$ cat src/rtl/schedule_sequencer.sv
// Purpose : step sequencer (modulo-MAX count) with start/done, one-shot/free-run, abort, LAT_A/LAT_B result-alignment taps.
// Latency : first step issued on the en-cycle after start; count_a/count_b trail count by LAT_A/LAT_B en-cycles.
// Backpres: en low freezes count, taps and state; start/abort act regardless of en; start while busy is dropped.
//
// Ports:
//   clk, rst          clock (rising edge), asynchronous active-high reset
//   en                global advance enable shared with the array multiplier/divider
//   start, mode       begin request (IDLE only); mode sampled with start: 0 one-shot, 1 free-run
//   abort             return to IDLE on next edge, clearing taps (priority over start)
//   count             current step index, valid while busy
//   busy, first, last RUN/DRAIN flag; RUN and count==0; RUN and count==MAX-1
//   count_a, valid_a  step index aligned with unit A results (LAT_A en-cycles)
//   count_b, valid_b  step index aligned with unit B results (LAT_B en-cycles)
//   done              one-cycle pulse when a one-shot pass has fully drained
//   pass_cnt          (SCHED_PASS_CNT_EN only) saturating count of completed passes
//
// Optional feature macro: SCHED_PASS_CNT_EN
// Parameter constraints: 2**CNT_W >= MAX, MAX >= 2, LAT_A >= 1, LAT_B >= LAT_A.

module schedule_sequencer #(
    parameter int CNT_W = 8,
    parameter int MAX   = 211,
    parameter int LAT_A = 3,
    parameter int LAT_B = 12
) (
    input  logic             clk,
    input  logic             rst,
    input  logic             en,
    input  logic             start,
    input  logic             mode,
    input  logic             abort,
    output logic [CNT_W-1:0] count,
    output logic             busy,
    output logic             first,
    output logic             last,
    output logic [CNT_W-1:0] count_a,
    output logic             valid_a,
    output logic [CNT_W-1:0] count_b,
    output logic             valid_b,
    output logic             done
`ifdef SCHED_PASS_CNT_EN
    ,
    output logic [15:0]      pass_cnt
`endif
);

    localparam logic [CNT_W-1:0] CNT_LAST = CNT_W'(MAX - 1);

    typedef enum logic [1:0] {
        IDLE  = 2'd0,
        RUN   = 2'd1,
        DRAIN = 2'd2
    } state_t;

    state_t           state, state_nxt;
    logic [CNT_W-1:0] count_nxt;
    logic             mode_q, mode_nxt;
    logic             done_nxt;

    // Tap control from the next-state logic
    logic             shift;
    logic             clear_taps;
    logic             push_vld;
    logic [CNT_W-1:0] push_cnt;

    logic [CNT_W-1:0] tap_a_cnt [LAT_A];
    logic             tap_a_vld [LAT_A];
    logic [CNT_W-1:0] tap_b_cnt [LAT_B];
    logic             tap_b_vld [LAT_B];

    // A valid entry still in line B after the next shift means results are
    // still outstanding; that is every stage except the tail, which drops out.
    logic             b_pending;

    always_comb begin
        b_pending = 1'b0;
        for (int i = 0; i < LAT_B - 1; i++) begin
            b_pending = b_pending | tap_b_vld[i];
        end
    end

    // State register
    always_ff @(posedge clk or posedge rst) begin
        if (rst) begin
            state  <= IDLE;
            count  <= '0;
            mode_q <= 1'b0;
            done   <= 1'b0;
        end else begin
            state  <= state_nxt;
            count  <= count_nxt;
            mode_q <= mode_nxt;
            done   <= done_nxt;
        end
    end

    // Next-state logic; done_nxt defaults low so the pulse always clears on
    // the following edge even when en is low.
    always_comb begin
        state_nxt  = state;
        count_nxt  = count;
        mode_nxt   = mode_q;
        done_nxt   = 1'b0;
        shift      = 1'b0;
        clear_taps = 1'b0;
        push_vld   = 1'b0;
        push_cnt   = '0;

        if (abort) begin
            state_nxt  = IDLE;
            count_nxt  = '0;
            clear_taps = 1'b1;
        end else begin
            case (state)
                IDLE: begin
                    shift = en;
                    if (start) begin
                        state_nxt = RUN;
                        count_nxt = '0;
                        mode_nxt  = mode;
                    end
                end
                RUN: begin
                    if (en) begin
                        shift    = 1'b1;
                        push_vld = 1'b1;
                        push_cnt = count;
                        if (count == CNT_LAST) begin
                            count_nxt = '0;
                            if (!mode_q) begin
                                state_nxt = DRAIN;
                            end
                        end else begin
                            count_nxt = count + 1'b1;
                        end
                    end
                end
                DRAIN: begin
                    if (en) begin
                        shift = 1'b1;
                        if (!b_pending) begin
                            state_nxt = IDLE;
                            done_nxt  = 1'b1;
                        end
                    end
                end
                default: begin
                    state_nxt = IDLE;
                    count_nxt = '0;
                end
            endcase
        end
    end

    // Delay lines: stage 0 takes the pushed entry, stage LAT-1 is the tail.
    always_ff @(posedge clk or posedge rst) begin
        if (rst) begin
            for (int i = 0; i < LAT_A; i++) begin
                tap_a_cnt[i] <= '0;
                tap_a_vld[i] <= 1'b0;
            end
            for (int i = 0; i < LAT_B; i++) begin
                tap_b_cnt[i] <= '0;
                tap_b_vld[i] <= 1'b0;
            end
        end else if (clear_taps) begin
            for (int i = 0; i < LAT_A; i++) begin
                tap_a_cnt[i] <= '0;
                tap_a_vld[i] <= 1'b0;
            end
            for (int i = 0; i < LAT_B; i++) begin
                tap_b_cnt[i] <= '0;
                tap_b_vld[i] <= 1'b0;
            end
        end else if (shift) begin
            tap_a_cnt[0] <= push_cnt;
            tap_a_vld[0] <= push_vld;
            for (int i = 1; i < LAT_A; i++) begin
                tap_a_cnt[i] <= tap_a_cnt[i-1];
                tap_a_vld[i] <= tap_a_vld[i-1];
            end
            tap_b_cnt[0] <= push_cnt;
            tap_b_vld[0] <= push_vld;
            for (int i = 1; i < LAT_B; i++) begin
                tap_b_cnt[i] <= tap_b_cnt[i-1];
                tap_b_vld[i] <= tap_b_vld[i-1];
            end
        end
    end

    assign count_a = tap_a_cnt[LAT_A-1];
    assign valid_a = tap_a_vld[LAT_A-1];
    assign count_b = tap_b_cnt[LAT_B-1];
    assign valid_b = tap_b_vld[LAT_B-1];

    assign busy  = (state != IDLE);
    assign first = (state == RUN) && (count == '0);
    assign last  = (state == RUN) && (count == CNT_LAST);

`ifdef SCHED_PASS_CNT_EN
    // Completed-pass counter; survives abort so software can see how far a
    // free-running job got before it was stopped.
    always_ff @(posedge clk or posedge rst) begin
        if (rst) begin
            pass_cnt <= '0;
        end else if (state == IDLE && start && !abort) begin
            pass_cnt <= '0;
        end else if (state == RUN && en && count == CNT_LAST && pass_cnt != 16'hFFFF) begin
            pass_cnt <= pass_cnt + 16'd1;
        end
    end
`endif

endmodule

$ cat config.mk
export PLATFORM = sky130hd
export DESIGN_NAME = schedule_sequencer
export DESIGN_NICKNAME = d
export VERILOG_FILES = /design/src/rtl/schedule_sequencer.sv
export SDC_FILE = /design/constraint.sdc
export NUM_CORES = 1
export LEC_CHECK = 0
export ABC_AREA = 0
export CAP_MARGIN = 40
export CORE_MARGIN = 5
export CORE_UTILIZATION = 60
export DETAILED_ROUTE_END_ITERATION = 10
export PLACE_DENSITY = 0.81
export SLEW_MARGIN = 20
export SYNTH_ARGS = -nofsm -noshare
export SYNTH_HDL_FRONTEND = slang
export SYNTH_SLANG_ARGS = --single-unit
$ cat constraint.sdc
create_clock -name clk -period 10.24 [get_ports clk]
set_clock_uncertainty 0.1 [all_clocks]
set_input_delay 2.048 -clock clk [delete_from_list [all_inputs] [get_ports clk]]
set_output_delay 2.048 -clock clk [all_outputs]
set_load 0.1 [all_outputs]
---- Yosys cells after proc, flatten, opt, wreduce, memory -nomap -nowiden ----
Index checks and enable logic that the tools add are counted.
operators by class
  multiplexer cells ....................... 34
  reduce and logical (&&, ||, !) cells .... 10
  eq/ne operators ......................... 10
  add/subtract/negate cells ............... 1
  bitwise logic cells ..................... 11
operators with widths
  cell                 number
  $mux 96              2
  $mux 8               7
  $mux 24              2
  $mux 12              2
  $pmux 8 s3           1
  $ne 3x3->1 const B   6
  $mux 2               7
  $or 1x1->1           10
  $mux 1               9
  $add 8x1->8 const B  1
  $eq 8x8->1 const B   1
  $logic_not 8->1      1
  $mux 3               2
  $pmux 2 s3           1
  $reduce_and 3->1     2
  $reduce_and 6->1     1
  $reduce_bool 2->1    2
  $eq 2x1->1 const B   1
  $eq 2x2->1 const B   1
  $logic_and 1x1->1    2
  $logic_not 2->1      1
  $ne 2x2->1 const B   1
  $pmux 1 s2           1
  $reduce_or 2->1      1
  $not 1->1            1
storage, ports and cells
  input bits .............................. 6
  output and inout port bits .............. 30
  word-level logic and storage cells ...... 100
  register bits after elaboration ......... 147

---- Logic depth before layout (Yosys ltp) ----
  depth in word-level cells ............... 14
  mapped depth ............................ 8
  gate-level depth less buffers ........... 7

---- Least setup slack after synthesis ----
OpenSTA, ideal clock, no wires.
  kind .................................... reg-to-output
  from .................................... register count[2]
  to ...................................... output port first
  data arrival time ....................... 4.510 ns
  stages on the path, launching flop included .. 4
  path slack .............................. 3.582 ns
  required time ........................... 8.092 ns
  buffers on the path ..................... 0
  cell sequence ........................... dfrtp_1 -> or3_4 -> or3_1 -> nor4_1
between the ends
  word-level cells in the longest chain between the ends .. 2
RTL lines
  what                    RTL line  source
  start, declared         32        output logic [CNT_W-1:0] count,
  start signal, assigned  91        count <= count_nxt;
  $logic_not 8->1         197       assign first = (state == RUN) && (count == '0);
  $logic_and 1x1->1       197
  end, declared           34        output logic first,
No other way between the ends.

---- Worst setup path after layout ----
Ends and elaborated chain as after synthesis.

==> flow_summary.json <==
{
  "top_usage_layer": "met2",
  "p_seq_frac": 0.388,
  "initial_utilization": 0.6132,
  "synthFlopType": "dfrtp_1",
  "antenna_left": 0,
  "cts.clk_slew.worst_paths_ps": 60,
  "synth_seq_cells": 120,
  "fin_nets": 593,
  "fillCellCount": 534,
  "cts_hold_buf": 0,
  "fmax_mhz": 200.0,
  "syn_inst": 547,
  "synthArstFlopShare": 1.000,
  "crit_type": "reg2out",
  "hold_path_class": "reg2reg",
  "dr.pass1.iters": 5,
  "drcViolationCount": 0,
  "p_sw_frac": 0.2868,
  "p_leak_nw": 2.838,
  "die-area_um2": 10900,
  "synth_edf_count": 0,
  "use_met2": 0.3738,
  "vias_per_cell": 5.555,
  "synth-compound-area-share": 0.1345,
  "ios": 36,
  "grt_pass1_wl_um": 18870,
  "fin_setup_tns_ps": 0,
  "wire_per_inst_um": 15.52,
  "wirelength_um": 10940,
  "first_iter_violations": 257,
  "htreeDepth": 4,
  "num_rows": 34,
  "ys.warnings.count": 0,
  "setup_viol_count_final": 0,
  "synth-simple-area-share": 0.2260,
  "synth_nets": 556,
  "yosys.area.top_type_share": 0.5615,
  "gp_congestion": 0.8378,
  "synth_top_cell_by_area": "dfrtp_1",
  "drv_slew": 0,
  "pwr-share-comb": 0.158,
  "power.total_mw": 1.297,
  "intPower_mw": 0.9248,
  "pwr-share-clk": 0.454,
  "ys_seq_area_frac": 0.5615,
  "grt_max_degree": 117,
  "slowest_stage": "clkdlybuf4s50_1",
  "final-hold-violation-count": 0,
  "antenna_found_initial": 0,
  "arrival_ps": 2850,
  "clock-sinks": 120,
  "core-area_um2": 8721,
  "min_period_over_period": 0.4882,
  "worst_skew_pair.late_latency_ps": 510,
  "met3_usage": 0.06642,
  "drive_above_1_share": 0.1390,
  "synth_common_cells": "dfrtp_1 (120), nand2_1 (104), nand2b_1 (100)",
  "synth_mux_area_frac": 0.004212,
  "mappedNetlistArea_um2": 5348,
  "period_minus_slack_ps": 4999,
  "drv_cap": 0,
  "synthTopCellsByArea": "dfrtp_1 (56%), nand2b_1 (12%), o21ai_0 (9.3%)",
  "synth_xor_area_frac": 0.004913,
  "required_ps": 8090,
  "cts_setup_buffers": 0,
  "status": "finished, final reports clean",
  "syn_to_final_growth_pct": 24.24,
  "cts_buffers": 17,
  "die_w_um": 104.4,
  "clockBufferDepth": 2,
  "p_switching_mw": 0.3719,
  "grt_pass1_vias": 4044,
  "track_usage": 0.2142,
  "worst_slack_ps": 5241,
  "hold_slack_ps": 380.6,
  "tightest_slew_ps": 829.0,
  "place_ws_ps": 5434,
  "met1_usage": 0.2467,
  "fin_area_um2": 6644,
  "path_max_fanout": 7,
  "yosysMostFrequentCell": "dfrtp_1",
  "portBuffers": 35,
  "overflow": 0,
  "setup.worst_path.end_class": "primary output",
  "cts_tree": "done",
  "dpl_cell_area_um2": 6023,
  "path_cells": "or3_4 -> or3_1 -> nor4_1 -> clkdlybuf4s50_1 -> buf_8",
  "cts-resized-gates": 0,
  "diodes": 0,
  "dp_hpwl_um": 6183,
  "vias": 3916,
  "p_per_area_nw_per_um2": 195.2,
  "rsz0062_at_grt": "false",
  "irDropWorstVdd_uv": 224.2,
  "slew_headroom": 0.4473,
  "die_y_um": 104.4,
  "cts-root-buf": "clkbuf_8",
  "avgSynthCellArea_um2": 9.776,
  "slowest_delay_ps": 590,
  "synth_top_family_by_area": "simple AND/OR/NAND/NOR gates",
  "start_kind": "register",
  "ys_types": 42,
  "synth-adder-area-share": 0.007019
}
[registers in the layout, indices dropped and copies added, names as in the netlist, 2 cells and up]
register and cells:
count_b 8, tap_b_cnt 64, tap_a_cnt 16, count 8
tap_a_vld 2, count_a 8, state 2, tap_b_vld 8
[cell usage in the layout (no fill, tap or decap), types with 2 or more instances in the layout]
cell and n:
bufinv_16 3, o2111ai_1 2, buf_4 4, nor2_1 7, clkdlybuf4s50_1 34, or3_1 4, buf_16 2, nor3_1 2
nand2_1 104, nand3_1 2, ha_1 3, nand2b_1 100, o21ai_1 5, o21ai_0 99, nor4_1 4, buf_8 30
dfrtp_1 120, inv_1 3, clkinv_4 4, a21oi_1 4, nand4_1 2, clkbuf_16 16, clkinv_2 3, mux2_2 2
clkinvlp_4 4, a22o_1 8, xor2_1 3
[power by group through the flow]
| stage | clock network (mW) | logic, mW | registers [mW] |
|---|---|---|---|
| floorplan | 0 | 0.138 | 0.517 |
| global placement | 0 | 0.169 | 0.508 |
| global route | 0.621 | 0.218 | 0.503 |
| CTS | 0.596 | 0.203 | 0.501 |
| finish | 0.589 | 0.205 | 0.503 |
| detailed placement | 0 | 0.200 | 0.508 |
[final timing paths]
kind / startpoint / endpoint / slack, ps / cells after the start
worst min register to register: tap_b_cnt[34] / tap_b_cnt[34] / 380 / 2
worst max register to register: state[0] / tap_b_cnt[24] / 7570 / 7
min in group asynchronous: rst / tap_b_cnt[20] / 1840 / 2
worst max-delay path: count[2] / first / 5240 / 5
worst min-delay path: tap_b_cnt[34] / tap_b_cnt[34] / 380 / 2
max in group asynchronous: rst / tap_b_cnt[43] / 7130 / 4
[logic make-up after synthesis]
family          Yosys count
fa+ha+maj                 3
buf+inv                  57
mux                       2
flops                   120
simple gates            235
xor+xnor                  3
compound gates          127
[layer usage]
| layer | up-vias | routed length (µm) |
|---|---|---|
| li1 | 1854 | - |
| met1 | 1946 | 4354 |
| met2 | 97 | 6000 |
| met3 | 19 | 398 |
| met4 | 0 | 188 |
| met5 | - | 0 |
[worst max-delay path, delay by kind of cell (launching register included)]
kind          cells  cell delay, ps
buf+inv           2             800
flops             1             460
simple gates      3            1090
[metrics by stage]
step,cells,utilization
global placement,641,0.6359
finish,705,0.7618
global route,705,0.7618
floorplan,547,-
detailed placement,672,0.6907
CTS,704,0.7587
[area by class of cell]
cell class | instances | area [µm²] | area share
Sequential cell | 120 | 3003 | 0.4520
Timing Repair Buffer | 71 | 880.8 | 0.1326
Clock buffer | 17 | 414.1 | 0.06234
Inverter | 4 | 17.52 | 0.002637
Tap cell | 108 | 135.1 | 0.02034
Multi-Input combinational cell | 370 | 2014 | 0.3032
Clock inverter | 15 | 178.9 | 0.02693
No activity file was read; power rests on OpenSTA's default activity.
